`config.mk`:
```
export PLATFORM = sky130hd
export DESIGN_NAME = event_arbiter
export DESIGN_NICKNAME = d
export VERILOG_FILES = /design/src/rtl/event_arbiter.sv
export SDC_FILE = /design/constraint.sdc
export NUM_CORES = 1
export LEC_CHECK = 0
export ABC_AREA = 1
export CORE_MARGIN = 1.5
export CORE_UTILIZATION = 40
export DETAILED_ROUTE_END_ITERATION = 8
export PLACE_DENSITY = 0.57
export SLEW_MARGIN = 10
export SYNTH_ARGS = -nofsm -noshare
export SYNTH_HDL_FRONTEND = slang
export SYNTH_SLANG_ARGS = --single-unit
export TNS_END_PERCENT = 1
```
`constraint.sdc`:
```
create_clock -name clk -period 2.8 [get_ports clk]
set_input_delay 0.42 -clock clk [delete_from_list [all_inputs] [get_ports clk]]
set_output_delay 0.42 -clock clk [all_outputs]
set_load 0.02 [all_outputs]
```
`src/rtl/event_arbiter.sv`:
```
// Edge-to-event arbiter: turns rising edges of five debounced levels into single events offered over valid/ready,
// one pending slot per source, cooldown after each grant. Define EVT_ROUND_ROBIN_EN for rotating priority.
module event_arbiter #(
   parameter int COOLDOWN = 50000
) (
   input  logic       clk,
   input  logic       reset,
   input  logic       btn_test,
   input  logic       btn_energia,
   input  logic       btn_medicina,
   input  logic       sens_ult,
   input  logic       sens_fot,
   input  logic       evt_ready,
   output logic       evt_valid,
   output logic [2:0] evt_code,
   output logic [4:0] pending,
   output logic [7:0] drop_cnt
);

   localparam int CNT_W = (COOLDOWN < 1) ? 1 : $clog2(COOLDOWN + 1);
   localparam logic [CNT_W-1:0] CNT_LOAD = CNT_W'((COOLDOWN > 0) ? COOLDOWN - 1 : 0);

   typedef enum logic [1:0] {IDLE, OFFER, COOL} state_t;

   state_t           state, state_d;
   logic [4:0]       in_vec, prev, edge_vec, grant_vec, pending_d;
   logic [CNT_W-1:0] cnt, cnt_d;
   logic             valid_d, dropped;
   logic [2:0]       code_d, sel_idx, gidx;
   logic [7:0]       drop_d;
`ifdef EVT_ROUND_ROBIN_EN
   logic [2:0]       rr_last, rr_d;
`endif

   // Bit order matches evt_code - 1: test, energia, medicina, ult, fot.
   assign in_vec   = {sens_fot, sens_ult, btn_medicina, btn_energia, btn_test};
   assign edge_vec = in_vec & ~prev;

`ifdef EVT_ROUND_ROBIN_EN
   always_comb begin
      int   idx;
      logic found;
      sel_idx = '0;
      found   = 1'b0;
      for (int k = 0; k < 5; k++) begin
         idx = (int'(rr_last) + 1 + k) % 5;
         if (!found && pending[idx]) begin
            sel_idx = 3'(idx);
            found   = 1'b1;
         end
      end
   end
`else
   always_comb begin
      if (pending[0])      sel_idx = 3'd0;
      else if (pending[2]) sel_idx = 3'd2;
      else if (pending[1]) sel_idx = 3'd1;
      else if (pending[4]) sel_idx = 3'd4;
      else                 sel_idx = 3'd3;
   end
`endif

   // NOTE: every always_comb output gets a default first so no path can infer a latch.
   always_comb begin
      state_d   = state;
      valid_d   = evt_valid;
      code_d    = evt_code;
      cnt_d     = cnt;
      grant_vec = '0;
      gidx      = evt_code - 3'd1;
`ifdef EVT_ROUND_ROBIN_EN
      rr_d      = rr_last;
`endif
      case (state)
         IDLE: begin
            if (|pending) begin
               valid_d = 1'b1;
               code_d  = sel_idx + 3'd1;
               state_d = OFFER;
            end else begin
               code_d = 3'd0;
            end
         end
         OFFER: begin
            if (evt_ready) begin
               valid_d   = 1'b0;
               code_d    = 3'd0;
               grant_vec = 5'd1 << gidx;
`ifdef EVT_ROUND_ROBIN_EN
               rr_d      = gidx;
`endif
               if (COOLDOWN == 0) begin
                  state_d = IDLE;
               end else begin
                  cnt_d   = CNT_LOAD;
                  state_d = COOL;
               end
            end
         end
         COOL: begin
            if (cnt == '0) state_d = IDLE;
            else           cnt_d   = cnt - 1'b1;
         end
         default: state_d = IDLE;
      endcase

      // A new edge on the source being granted re-arms its slot rather than counting as a drop.
      pending_d = (pending & ~grant_vec) | edge_vec;
      dropped   = |(edge_vec & pending & ~grant_vec);
      drop_d    = (dropped && drop_cnt != 8'hFF) ? drop_cnt + 8'd1 : drop_cnt;
   end

   // NOTE: sequential state uses non-blocking assignments so all registers update from the same pre-edge values.
   always_ff @(posedge clk) begin
      if (reset) begin
         state     <= IDLE;
         prev      <= in_vec;
         pending   <= '0;
         drop_cnt  <= '0;
         evt_valid <= 1'b0;
         evt_code  <= 3'd0;
         cnt       <= '0;
`ifdef EVT_ROUND_ROBIN_EN
         rr_last   <= 3'd4;
`endif
      end else begin
         state     <= state_d;
         prev      <= in_vec;
         pending   <= pending_d;
         drop_cnt  <= drop_d;
         evt_valid <= valid_d;
         evt_code  <= code_d;
         cnt       <= cnt_d;
`ifdef EVT_ROUND_ROBIN_EN
         rr_last   <= rr_d;
`endif
      end
   end

endmodule

```
==> results.tsv <==
stage	metric	value	unit
outcome	status	finished clean	
layout	area_growth	18.17	%
floorplanning	row_count	26	
pwr	ir_drop	0.2140	mV
detailed_routing	drt-initial-drc-count	128	
hold_path	worstHoldPathType	register to register	
setup_path	crit_chain	clkdlybuf4s50_1	
cts	cts_setup_buffers	0	
setup_path	slowest_stage	clkdlybuf4s50_1	
sta	tightest_slew	489.8	ps
synthesis	yosys.area.top_type	dfxtp_1	
placement	hpwlAfterDp	3.423	mm
sta	slew_headroom	0.6731	
sta	finalHoldViolations	0	
synthesis	synth.ff_latch_count	40	
synthesis	yosysSeqAreaShare	0.3762	
sta	rsz0062_at_grt	false	
synthesis	avgSynthCellArea	7.094	um2
sta	fin_ws	993.6	ps
hold_path	min_from	evt_valid	
floorplanning	boundaryPins	25	
pwr	p_per_area	608.4	nW/um2
cts	clock-sinks	40	
setup_path	worstSetupStartpoint	evt_code[2]	
sta	drv_slew	0	
layout	diodes	0	
synthesis	synthArstFlopShare	0	
sta	fin_crit_sh	0.6451	
sta	fmax	0.5536	GHz
synthesis	synth_area	2128	um2
cts	clk_pin_slew	80	ps
layout	fin_util	0.4924	
pwr	finalPower	1530	uW
global_route	grt_max_degree	28	
setup_path	path_max_fanout	6	
flow_run	max_cap_viol_count	0	
global_route	grt_usage	0.1776	
cts	htree_levels	2	
cts	cts_tree	done	
layout	fin_nets	338	
layout	multi_input_area	1171	um2
synthesis	synth_edf_count	0	
setup_path	cp_num_buf_inv	1	
synthesis	ys_types	32	
synthesis	synth.area.top_cells	dfxtp_1 38%, nand2_1 12%, nor2_1 7.4%	
cts	cts_made_buffers	5	
setup_path	path_delay_family	buffers and inverters	
floorplanning	initial_core_util	0.4167	
setup_path	crit_arrival	1390	ps
cts	cts_max_path_buffers	2	
cts	cts_root_buffer	clkbuf_8	
synthesis	syn_inst	300	
placement	port_buffers	24	
global_route	antenna_found_initial	0	
detailed_routing	drcViolationCount	0	
detailed_routing	drt-total-wl	4.809	mm
setup_path	cpPeakStageDelay	650	ps
placement	place.gp.congestion	0.8825	
synthesis	ys.flop_type	dfxtp_1	
placement	place_ws	676.4	ps
layout	fillers	535	
setup_path	critPathCaptureType	output pin	
cts	cts_resized	0	
synthesis	synth_commonest_cells	67 x nand2_1, 42 x nor2_1, 40 x dfxtp_1	
sta	period_minus_slack	1806	ps
floorplanning	coreArea	5107	um2
sta	fin_worst_skew	11.26	ps
layout	seq_area	800.8	um2
setup_path	start_kind	register	
cts	clkLatencyLatePin	290	ps
detailed_routing	wl_per_cell	12.11	um
floorplanning	die_h	75.95	um
sta	finalSetupTns	0	ps
global_route	gr-total-overflow	0	
detailed_routing	ant_nets	0	
detailed_routing	routed_via_density	4.909	
global_route	grt_pass1_vias	1785	
synthesis	yosys_warnings	0	
sta	setup_violations	0	
synthesis	yosysMostFrequentCell	nand2_1	
floorplanning	dieArea	5768	um2
synthesis	synth_top_area_frac	0.3762	
floorplanning	die_x	75.95	um
global_route	grt_pass1_wl	8.328	mm
setup_path	r2r_start	cnt[0]	
setup_path	worstPathRequired	2380	ps
layout	drive_gt1_frac	0.09480	
detailed_routing	route.vias.total	1949	
detailed_routing	firstDrtPassIters	5	
setup_path	critPathKind	register to output pin	
cts	hold_buffers	0	
pwr	leakage	0.001020	uW
synthesis	syn_nets	312	
## cell usage in the layout, fill, tap and decap left out, types with 4 or more instances in the layout
cell	instances
nand2_1	67
nor2_1	42
dfxtp_1	40
inv_1	26
a21oi_1	25
clkdlybuf4s50_1	24
nand3_1	22
xor2_1	12
o21ai_0	11
nand4_1	8
a21oi_2	6
clkbuf_8	6
nand2_2	4
ha_1	4
## where the power goes
group          switching (uW)  internal (uW)
sequential               44.5            614
combinational             289            179
clock                     206            197
total                     540            990
## final timing paths
check / endpoint / slack (ps) / cells past startpoint
max: evt_code[2] / 990 / 1
min reg2reg: evt_valid / 480 / 2
max reg2reg: cnt[14] / 1110 / 10
min: evt_valid / 480 / 2
## logic make-up (layout without fill, tap and decap cells)
logic type / after synthesis / in the layout / share of synthesized area
DFF: 40 / 40 / 0.3763
AOI/OAI and AO/OA: 49 / 49 / 0.1352
adders and majority gates: 4 / 4 / 0.02352
and+or+nand+nor: 157 / 157 / 0.3339
xor gates and xnor gates: 14 / 14 / 0.05761
buffers and inverters: 36 / 63 / 0.07349
## layer usage
layer / wire length (um) / vias to the layer above / track usage / part of all wire
met4: 54 / 0 / 0.05000 / 0.011
met3: 239 / 6 / 0.04096 / 0.050
met5: 0 / - / 0 / 0
met1: 2386 / 852 / 0.2370 / 0.50
li1: - / 1032 / - / -
met2: 2129 / 59 / 0.2874 / 0.44
## registers in the layout (all words and copies together), names as in the netlist
name and flops:
prev 5, evt_valid 1, pending 5, drop_cnt 8, evt_code 3, state 2, cnt 16
## worst reg2reg max path, cell delays in order (launching register included)
cell	delay (ps)
dfxtp_1	310
inv_1	150
ha_1	180
nand2_1	60
nor2_1	110
nand3b_1	140
nand2_2	130
nand2_4	130
inv_4	190
nand2_1	90
a21oi_2	130
## final cells by class
cell class | count | area share
Timing Repair Buffer | 25 | 0.09851
Sequential cell | 40 | 0.3184
Inverter | 30 | 0.04577
Tap cell | 70 | 0.03483
Clock buffer | 6 | 0.03284
Multi-Input combinational cell | 224 | 0.4657
Clock inverter | 2 | 0.003980
## metrics by stage
stage	hold slack (ps)	cells	area (um2)
detailed placement	471.7	389	2422
finish	484.2	397	2515
global placement	470.3	389	2422
floorplan	447.7	300	2128
CTS	481.9	397	2515
global route	510.4	397	2515
Power figures use the tool's default switching activity.
